<file path="config.mk">
export PLATFORM = sky130hd
export DESIGN_NAME = e203_ifu_predec_fifo
export DESIGN_NICKNAME = d
export VERILOG_FILES = /design/src/rtl/e203_ifu_predec_fifo_pkg.sv /design/src/rtl/e203_ifu_predec_core.sv /design/src/rtl/e203_ifu_predec_fifo.sv
export SDC_FILE = /design/constraint.sdc
export NUM_CORES = 1
export LEC_CHECK = 0
export CORE_MARGIN = 10
export CORE_UTILIZATION = 42
export DETAILED_ROUTE_END_ITERATION = 6
export HOLD_SLACK_MARGIN = 0.15
export PLACE_DENSITY_LB_ADDON = 0.15
export RECOVER_POWER = 50
export SKIP_LAST_GASP = 1
export SYNTH_ARGS = -nofsm -noshare
export SYNTH_HDL_FRONTEND = slang
export SYNTH_SLANG_ARGS = --single-unit
</file>
<file path="constraint.sdc">
create_clock -name clk -period 12.9 [get_ports clk]
set_input_delay 2.58 -clock clk [delete_from_list [all_inputs] [get_ports clk]]
set_output_delay 2.58 -clock clk [all_outputs]
set_load 0.005 [all_outputs]
</file>
<file path="src/rtl/e203_ifu_predec_fifo_pkg.sv">
// Shared constants for the IFU pre-decode buffer: opcodes, RVC quadrants/funct3
// and the default widths used as parameter defaults.
package e203_ifu_predec_fifo_pkg;

  localparam int E203_PC_SIZE     = 32;
  localparam int E203_XLEN        = 32;
  localparam int E203_RFIDX_WIDTH = 5;

  localparam logic [6:0] OPC_JAL    = 7'b1101111;
  localparam logic [6:0] OPC_JALR   = 7'b1100111;
  localparam logic [6:0] OPC_BRANCH = 7'b1100011;

  typedef enum logic [1:0] {
    RVC_Q0     = 2'b00,
    RVC_Q1     = 2'b01,
    RVC_Q2     = 2'b10,
    RV32_INSTR = 2'b11
  } quadrant_e;

  localparam logic [2:0] C_F3_JAL  = 3'b001;
  localparam logic [2:0] C_F3_J    = 3'b101;
  localparam logic [2:0] C_F3_BEQZ = 3'b110;
  localparam logic [2:0] C_F3_BNEZ = 3'b111;
  localparam logic [2:0] C_F3_JR   = 3'b100;

endpackage

</file>
<file path="src/rtl/e203_ifu_predec_core.sv">
// Combinational pre-decoder: branch/jump class, offset, jalr rs1 and static
// prediction (JAL taken, BTFN or not-taken for conditional branches).
module e203_ifu_predec_core
  import e203_ifu_predec_fifo_pkg::*;
#(
  parameter int PC_W     = E203_PC_SIZE,
  parameter int XLEN     = E203_XLEN,
  parameter int RFIDX_W  = E203_RFIDX_WIDTH,
  parameter int BXX_BTFN = 1
) (
  input  logic [31:0]        instr_i,
  input  logic [PC_W-1:0]    pc_i,
  output logic               rv32_o,
  output logic               jal_o,
  output logic               jalr_o,
  output logic               bxx_o,
  output logic [RFIDX_W-1:0] rs1idx_o,
  output logic [XLEN-1:0]    imm_o,
  output logic               prdt_taken_o,
  output logic [PC_W-1:0]    prdt_pc_o
);

  quadrant_e  quad;
  logic [6:0] opc;
  logic [2:0] c_f3;
  logic       c_jalr_ok;

  assign quad      = quadrant_e'(instr_i[1:0]);
  assign opc       = instr_i[6:0];
  assign c_f3      = instr_i[15:13];
  // C.JR/C.JALR need rs2 = 0 and rs1 != 0; otherwise the slot is C.MV/C.ADD/C.EBREAK.
  assign c_jalr_ok = (instr_i[6:2] == 5'd0) && (instr_i[11:7] != 5'd0);

  always_comb begin
    rv32_o   = (quad == RV32_INSTR);
    jal_o    = 1'b0;
    jalr_o   = 1'b0;
    bxx_o    = 1'b0;
    rs1idx_o = '0;
    imm_o    = '0;
    if (rv32_o) begin
      if (opc == OPC_JAL) begin
        jal_o = 1'b1;
        imm_o = {{(XLEN-20){instr_i[31]}}, instr_i[19:12], instr_i[20], instr_i[30:21], 1'b0};
      end else if (opc == OPC_JALR) begin
        jalr_o   = 1'b1;
        rs1idx_o = RFIDX_W'(instr_i[19:15]);
      end else if (opc == OPC_BRANCH) begin
        bxx_o = 1'b1;
        imm_o = {{(XLEN-12){instr_i[31]}}, instr_i[7], instr_i[30:25], instr_i[11:8], 1'b0};
      end
    end else if (quad == RVC_Q1) begin
      if (c_f3 == C_F3_J || c_f3 == C_F3_JAL) begin
        jal_o = 1'b1;
        imm_o = {{(XLEN-11){instr_i[12]}}, instr_i[8], instr_i[10:9], instr_i[6], instr_i[7],
                 instr_i[2], instr_i[11], instr_i[5:3], 1'b0};
      end else if (c_f3 == C_F3_BEQZ || c_f3 == C_F3_BNEZ) begin
        bxx_o = 1'b1;
        imm_o = {{(XLEN-8){instr_i[12]}}, instr_i[6:5], instr_i[2], instr_i[11:10],
                 instr_i[4:3], 1'b0};
      end
    end else if (quad == RVC_Q2 && c_f3 == C_F3_JR && c_jalr_ok) begin
      jalr_o   = 1'b1;
      rs1idx_o = RFIDX_W'(instr_i[11:7]);
    end

    prdt_taken_o = jal_o | (bxx_o & (BXX_BTFN != 0) & imm_o[XLEN-1]);
    prdt_pc_o    = prdt_taken_o ? (pc_i + PC_W'(imm_o))
                                : (pc_i + (rv32_o ? PC_W'(4) : PC_W'(2)));
  end

endmodule

</file>
<file path="src/rtl/e203_ifu_predec_fifo.sv">
// IFU pre-decode instruction buffer: decodes at write, stores decode + prediction
// with the PC; head visible one edge after write, flush wins over read/write.
module e203_ifu_predec_fifo
  import e203_ifu_predec_fifo_pkg::*;
#(
  parameter int DEPTH    = 4,
  parameter int PC_W     = E203_PC_SIZE,
  parameter int XLEN     = E203_XLEN,
  parameter int RFIDX_W  = E203_RFIDX_WIDTH,
  parameter int BXX_BTFN = 1
) (
  input  logic                       clk,
  input  logic                       rst_n,
  input  logic                       i_valid,
  output logic                       i_ready,
  input  logic [31:0]                i_instr,
  input  logic [PC_W-1:0]            i_pc,
  input  logic                       flush,
  output logic                       o_valid,
  input  logic                       o_ready,
  output logic [31:0]                o_instr,
  output logic [PC_W-1:0]            o_pc,
  output logic                       o_rv32,
  output logic                       o_bjp,
  output logic                       o_jal,
  output logic                       o_jalr,
  output logic                       o_bxx,
  output logic [RFIDX_W-1:0]         o_jalr_rs1idx,
  output logic [XLEN-1:0]            o_bjp_imm,
  output logic                       o_prdt_taken,
  output logic [PC_W-1:0]            o_prdt_pc,
  output logic [$clog2(DEPTH):0]     o_count
);

  localparam int PW = $clog2(DEPTH);
  localparam int CW = PW + 1;

  logic [PW-1:0] wptr_q, wptr_d, rptr_q, rptr_d;
  logic [CW-1:0] cnt_q, cnt_d;
  logic          wr_en, rd_en;

  logic               d_rv32, d_jal, d_jalr, d_bxx, d_taken;
  logic [RFIDX_W-1:0] d_rs1idx;
  logic [XLEN-1:0]    d_imm;
  logic [PC_W-1:0]    d_prdt_pc;

  logic [31:0]        instr_q  [DEPTH];
  logic [PC_W-1:0]    pc_q     [DEPTH];
  logic               rv32_q   [DEPTH];
  logic               jal_q    [DEPTH];
  logic               jalr_q   [DEPTH];
  logic               bxx_q    [DEPTH];
  logic [RFIDX_W-1:0] rs1idx_q [DEPTH];
  logic [XLEN-1:0]    imm_q    [DEPTH];
  logic               taken_q  [DEPTH];
  logic [PC_W-1:0]    ppc_q    [DEPTH];

  e203_ifu_predec_core #(
    .PC_W     (PC_W),
    .XLEN     (XLEN),
    .RFIDX_W  (RFIDX_W),
    .BXX_BTFN (BXX_BTFN)
  ) u_core (
    .instr_i      (i_instr),
    .pc_i         (i_pc),
    .rv32_o       (d_rv32),
    .jal_o        (d_jal),
    .jalr_o       (d_jalr),
    .bxx_o        (d_bxx),
    .rs1idx_o     (d_rs1idx),
    .imm_o        (d_imm),
    .prdt_taken_o (d_taken),
    .prdt_pc_o    (d_prdt_pc)
  );

  // i_ready depends only on the registered count, never on o_ready or flush.
  assign i_ready = (cnt_q != CW'(DEPTH));
  assign o_valid = (cnt_q != '0);
  assign wr_en   = i_valid & i_ready & ~flush;
  assign rd_en   = o_valid & o_ready & ~flush;

  always_comb begin
    wptr_d = wptr_q;
    rptr_d = rptr_q;
    cnt_d  = cnt_q;
    if (flush) begin
      wptr_d = '0;
      rptr_d = '0;
      cnt_d  = '0;
    end else begin
      if (wr_en) wptr_d = wptr_q + PW'(1);
      if (rd_en) rptr_d = rptr_q + PW'(1);
      case ({wr_en, rd_en})
        2'b10:   cnt_d = cnt_q + CW'(1);
        2'b01:   cnt_d = cnt_q - CW'(1);
        default: cnt_d = cnt_q;
      endcase
    end
  end

  always_ff @(posedge clk or negedge rst_n) begin
    if (!rst_n) begin
      wptr_q <= '0;
      rptr_q <= '0;
      cnt_q  <= '0;
    end else begin
      wptr_q <= wptr_d;
      rptr_q <= rptr_d;
      cnt_q  <= cnt_d;
    end
  end

  always_ff @(posedge clk) begin
    if (wr_en) begin
      instr_q[wptr_q]  <= i_instr;
      pc_q[wptr_q]     <= i_pc;
      rv32_q[wptr_q]   <= d_rv32;
      jal_q[wptr_q]    <= d_jal;
      jalr_q[wptr_q]   <= d_jalr;
      bxx_q[wptr_q]    <= d_bxx;
      rs1idx_q[wptr_q] <= d_rs1idx;
      imm_q[wptr_q]    <= d_imm;
      taken_q[wptr_q]  <= d_taken;
      ppc_q[wptr_q]    <= d_prdt_pc;
    end
  end

  assign o_instr       = instr_q[rptr_q];
  assign o_pc          = pc_q[rptr_q];
  assign o_rv32        = rv32_q[rptr_q];
  assign o_jal         = jal_q[rptr_q];
  assign o_jalr        = jalr_q[rptr_q];
  assign o_bxx         = bxx_q[rptr_q];
  assign o_bjp         = jal_q[rptr_q] | jalr_q[rptr_q] | bxx_q[rptr_q];
  assign o_jalr_rs1idx = rs1idx_q[rptr_q];
  assign o_bjp_imm     = imm_q[rptr_q];
  assign o_prdt_taken  = taken_q[rptr_q];
  assign o_prdt_pc     = ppc_q[rptr_q];
  assign o_count       = cnt_q;

endmodule

</file>
* Yosys cells after proc, flatten, opt, wreduce, memory -nomap -nowiden
Memory sizes are Yosys's and may differ from the RTL's. Index checks and enable logic that the tools add are counted.
Storage, ports and cells: flip-flop bits (word level) 7, bits in writable memories 552, input port bits 69, output and inout bits 144, word-level logic and storage cells 91, memories 10
Memory list:
- imm_q | words 4, width 32, rd ports 1, clocked after memory_dff 0, wr ports 1, line e203_ifu_predec_fifo.sv:54 | logic [XLEN-1:0] imm_q [DEPTH];
- instr_q | words 4, width 32, rd ports 1, clocked after memory_dff 0, wr ports 1, line e203_ifu_predec_fifo.sv:47 | logic [31:0] instr_q [DEPTH];
- pc_q | words 4, width 32, rd ports 1, clocked after memory_dff 0, wr ports 1, line e203_ifu_predec_fifo.sv:48 | logic [PC_W-1:0] pc_q [DEPTH];
- ppc_q | words 4, width 32, rd ports 1, clocked after memory_dff 0, wr ports 1, line e203_ifu_predec_fifo.sv:56 | logic [PC_W-1:0] ppc_q [DEPTH];
- rs1idx_q | words 4, width 5, rd ports 1, clocked after memory_dff 0, wr ports 1, line e203_ifu_predec_fifo.sv:53 | logic [RFIDX_W-1:0] rs1idx_q [DEPTH];
- bxx_q | words 4, width 1, rd ports 1, clocked after memory_dff 0, wr ports 1, line e203_ifu_predec_fifo.sv:52 | logic bxx_q [DEPTH];
- +4 memories
Cells by class: $add $sub $neg 6, equality and inequality tests 14, mux-type cells 38, bitwise logic cells 9, reductions and logical operators 11
Operator list (count):
- 32-bit 2-to-1 mux | 8
- 32-bit adder | 2
- 5-bit 2-to-1 mux | 5
- 7-bit == test (second input constant) | 3
- 1-bit 2-to-1 mux | 18
- 3-bit == test (second input constant) | 4
- 2-bit 2-to-1 mux | 4
- 2-bit == test (second input constant) | 3
- 3-bit 2-to-1 mux | 2
- 3-bit case mux with 2 select lines | 1
- 3-bit nonzero test | 2
- 1-bit bitwise AND | 5
- 5-bit zero test | 1
- 5-bit nonzero test | 1
- 2-bit by 1-bit adder with 2-bit output (second input constant) | 2
- 2-bit by 1-bit == test with 1-bit output (second input constant) | 2
- 2-bit nonzero test | 2
- 3-bit by 1-bit adder with 3-bit output (second input constant) | 1
- 3-bit by 1-bit == test with 1-bit output (second input constant) | 1
- 1-bit logical AND | 3
- 3-bit inequality test (second input constant) | 1
- 1-bit OR | 3
- 3-bit by 1-bit subtractor with 3-bit output (second input constant) | 1
- 1-bit logical OR | 2
- 1-bit inverter | 1

* Depth between registers and ports, before layout
depth after elaboration 9, depth in mapped cells 16, gate-level depth less buffers 16

* Hierarchy
A second synthesis with hierarchy kept.
Unflattened totals: cell total of the unflattened synthesis 1137, area total of the unflattened synthesis 22750.6 sq um
Modules (own cells, without submodules):
- e203_ifu_predec_fifo | times used 1, cells each 790, area each 20445.9 sq um, seq. area each 16751.1 sq um
- e203_ifu_predec_core | times used 1, cells each 347, area each 2304.7 sq um, seq. area each 0.0 sq um

* Worst setup path before layout
OpenSTA, ideal clock, no wires.
kind in2reg, start point in flush, end point mem bxx_q[0], enable pin, setup time 0.499 ns, arrival time 5.827 ns, required time 12.401 ns, slack 6.573 ns, stages 3, buffers on the path 1, cell sequence clkbuf_1 -> nor2_1 -> and2_1
Between the ends: longest elaborated chain between the ends 4
Ends and longest elaborated chain:
- start, declared | line e203_ifu_predec_fifo.sv:18 | input logic flush,
- 1-bit inverter | line e203_ifu_predec_fifo.sv:79 | assign wr_en = i_valid & i_ready & ~flush;
- 1-bit bitwise AND | line e203_ifu_predec_fifo.sv:79
- 1-bit 2-to-1 mux | line e203_ifu_predec_fifo.sv:114 | if (wr_en) begin
- 1-bit 2-to-1 mux (implied by the code) | line e203_ifu_predec_fifo.sv:120 | bxx_q[wptr_q] <= d_bxx;
- end, declared | line e203_ifu_predec_fifo.sv:52
Every way passes these cells.

* Final worst setup path
start point in i_valid, end point mem instr_q[1][1], enable pin
Between the ends: longest elaborated chain between the ends 4
Ends and longest elaborated chain:
- start, declared | line e203_ifu_predec_fifo.sv:14 | input logic i_valid,
- 1-bit bitwise AND (2 in a row) | line e203_ifu_predec_fifo.sv:79
- 1-bit 2-to-1 mux | line e203_ifu_predec_fifo.sv:114
- 1-bit 2-to-1 mux (implied by the code) | line e203_ifu_predec_fifo.sv:115 | instr_q[wptr_q] <= i_instr;
- end, declared | line e203_ifu_predec_fifo.sv:47
Every way passes these cells.

==> metrics.cfg <==
[worst_setup_path]
crit_fanout = 65
critPathKind = in -> reg
crit_path_end_kind = register
worst_ep_required_time_ns = 13.11
cp-start-kind = input pin
reg2reg_setup_slack_ns = 6.59
crit_arrival_ns = 8.50

[yosys]
syn_nets = 1166
syn_avg_cell_area_um2 = 19.6
yosysTopAreaCellShare = 0.722
syn_area_mm2 = 0.0208
syn_inst = 1061
synth_edf_count = 500
ys_types = 66
synthArstFlopShare = 0.0138
synth_top_area_cell = edfxtp_1
ys_ff_latch = 507
synth_ff_type = edfxtp_1
synth.top_cells.by_area = edfxtp_1, mux4_2, ha_1
yosysSeqAreaShare = 0.731
ys_warn_count = 0

[detailed_routing]
firstDrtPassIters = 5
routed_via_density = 5.41
wl_per_cell_um = 24.9
wl_met2_um = 24800
wl_um = 49800
drc_errors = 0
dr.max_layer_used = met5
routed-via-count = 10800
drtIter0Drc = 772
wl_met3_um = 2820
final_antenna_net_count = 0
m1WireLength_um = 21400

[run_status]
status = finished with violations
violations = max-capacitance violations, max-slew violations

[clocking]
clockRootBuffer = clkbuf_16
cts_tree = done
clock_sinks = 507
cts-resized-gates = 0
cts_buffers = 53
holdBufCountCts = 0
clk_latency_ns = 0.59
path_clk_slew_ns = 0.06
cts_max_path_buffers = 3
htree_levels = 2
post_cts_buffers = 0

[cells_and_area]
nets = 1394
drive_gt1_frac = 0.168
fin_area_mm2 = 0.0252
syn2layout_area_growth_pct = 21.0
final_cells = 1998
fill_cells = 3983

[sta]
drv_slew = 280
fmax_mhz = 121
finClkSkew_ns = 0.0228
finalHoldViolCount = 0
rsz0062_at_grt = false
fin_crit_sh = 0.643
period_minus_slack_ns = 8.29
maxSlewHeadroom = -2.37
hold-worst-slack_ns = 0.584
finalSetupViolCount = 0
tightest_slew_ns = 5.05
finalSetupTns_ns = 0

[die]
core_mm2 = 0.0490
num_rows = 81
die-area_mm2 = 0.0588
start_util = 0.425
die-height_um = 242
dieWidth_um = 242
io_pins = 213

[placement]
io_buffers = 211
dpl_cell_area_mm2 = 0.0236
hpwl_um = 32300
gp_congestion = 0.829
dp.cells = 1898

[power]
total_power_uw = 4440
leakagePower_uw = 0.00814
vdd_drop_max_v = 0.000116
p_per_area_mw_per_mm2 = 176

[global_route]
grt_pass1_wl_um = 74700
track_usage = 0.168
gr-total-overflow = 0
grt_pass1_vias = 11200
grt_max_degree = 90
antenna_found_initial = 2

[run]
maxCapViolations = 7

[hold_path]
hold_path_class = reg -> reg

==> worst paths after layout <==
path,from,end,cells past startpoint
worst max-delay path,i_valid,instr_q[1][1],5
worst min-delay path,wptr_q[1],wptr_q[1],2
worst max register to register,o_count[1],instr_q[1][1],6
worst min register to register,wptr_q[1],wptr_q[1],2
max in group asynchronous,rst_n,rptr_q[1],1
min in group asynchronous,rst_n,wptr_q[0],1
==> cells in the final DEF, fill, tap and decap left out, drive strengths merged, types with 3 or more instances in the layout <==
| master | netlist | final |
|---|---|---|
| o21ai | 48 | 48 |
| ha | 34 | 34 |
| o21a | 5 | 5 |
| nand2 | 51 | 51 |
| clkbuf | 11 | 74 |
| clkdlybuf4s50 | 0 | 139 |
| a21o | 7 | 7 |
| a21oi | 42 | 42 |
| a22o | 9 | 9 |
| xor2 | 13 | 13 |
| a211oi | 3 | 3 |
| mux2i | 3 | 3 |
| o21bai | 4 | 4 |
| clkinv | 0 | 24 |
| dlygate4sd3 | 0 | 72 |
| nor3b | 4 | 4 |
| mux4 | 125 | 125 |
| nor3 | 4 | 4 |
| a31oi | 5 | 5 |
| nand4 | 4 | 4 |
| edfxtp | 500 | 500 |
| xnor2 | 20 | 20 |
| nor2b | 12 | 12 |
| and2 | 9 | 9 |
| o31ai | 3 | 3 |
| and3 | 3 | 3 |
| dfrtp | 7 | 7 |
| nor2 | 41 | 41 |
| buf | 37 | 7 |
| nand3 | 13 | 13 |
| inv | 15 | 17 |
==> synth_stat cells (5+ instances only) <==
| cell type | n |
|---|---|
| nand2_1 | 50 |
| xor2_1 | 13 |
| a22o_1 | 9 |
| ha_1 | 34 |
| nor2_1 | 40 |
| buf_4 | 13 |
| mux4_2 | 125 |
| edfxtp_1 | 500 |
| a21oi_1 | 37 |
| nand3_1 | 13 |
| inv_1 | 15 |
| dfrtp_1 | 7 |
| and2_1 | 8 |
| xnor2_1 | 20 |
| o21ai_0 | 35 |
| buf_2 | 18 |
| o21ai_1 | 11 |
| nor2b_1 | 12 |
| a21oi_2 | 5 |
| clkbuf_1 | 11 |
| buf_1 | 6 |
| a21o_1 | 7 |
==> per-layer routing <==
layer / up-vias / track usage
met2: 310 / 0.276
li1: 4816 / -
met1: 5619 / 0.222
met3: 63 / 0.0392
met4: 4 / 0.0377
met5: - / 0
==> per-stage QoR <==
stage | worst slack, ns | util
after CTS | 5.70 | 0.514
after detailed placement | 5.08 | 0.482
after floorplan | 6.57 | -
after global routing | 4.05 | 0.514
after global placement | 5.31 | 0.482
final | 4.61 | 0.514
==> registers in the layout, summed over array words and instances, names as in the netlist <==
name      flops
bxx_q         4
taken_q       4
o_count       3
jal_q         4
wptr_q        2
ppc_q       124
pc_q        128
jalr_q        4
rptr_q        2
instr_q     128
rs1idx_q     20
rv32_q        4
imm_q        80
==> logic make-up (layout without fill, tap and decap cells) <==
logic type,count (synthesis),count (layout),share of synthesized area
muxes,130,130,0.138
adders and majority gates,36,36,0.0224
xor gates and xnor gates,33,33,0.0139
other,1,2,0.000180
buffers and inverters,63,335,0.0148
and+or+nand+nor,150,150,0.0351
DFF,507,507,0.731
AOI/OAI and AO/OA,141,141,0.0451
==> report_power, final <==
part           internal, uW  total (uW)  switching (uW)
Combinational           592        1040             451
Clock                   799        1410             611
Sequential             1920        1980            62.2
==> cell type report <==
cell class | instances | area (um2) | share of cell area
clock inverter | 28 | 160 | 0.00637
multi-input combinational | 491 | 5280 | 0.210
inverter | 15 | 56.3 | 0.00224
tap | 664 | 831 | 0.0330
antenna | 1 | 2.50 | 0.0000995
timing repair buffer | 221 | 2190 | 0.0870
clock buffer | 71 | 1440 | 0.0571
sequential | 507 | 15200 | 0.604
==> critical path, stage by stage <==
cell	delay (ns)
dlygate4sd3_1	0.63
nand2_1	0.18
nor2_1	0.21
and2_0	3.61
buf_4	1.24
No activity file was read; power rests on OpenSTA's default activity.
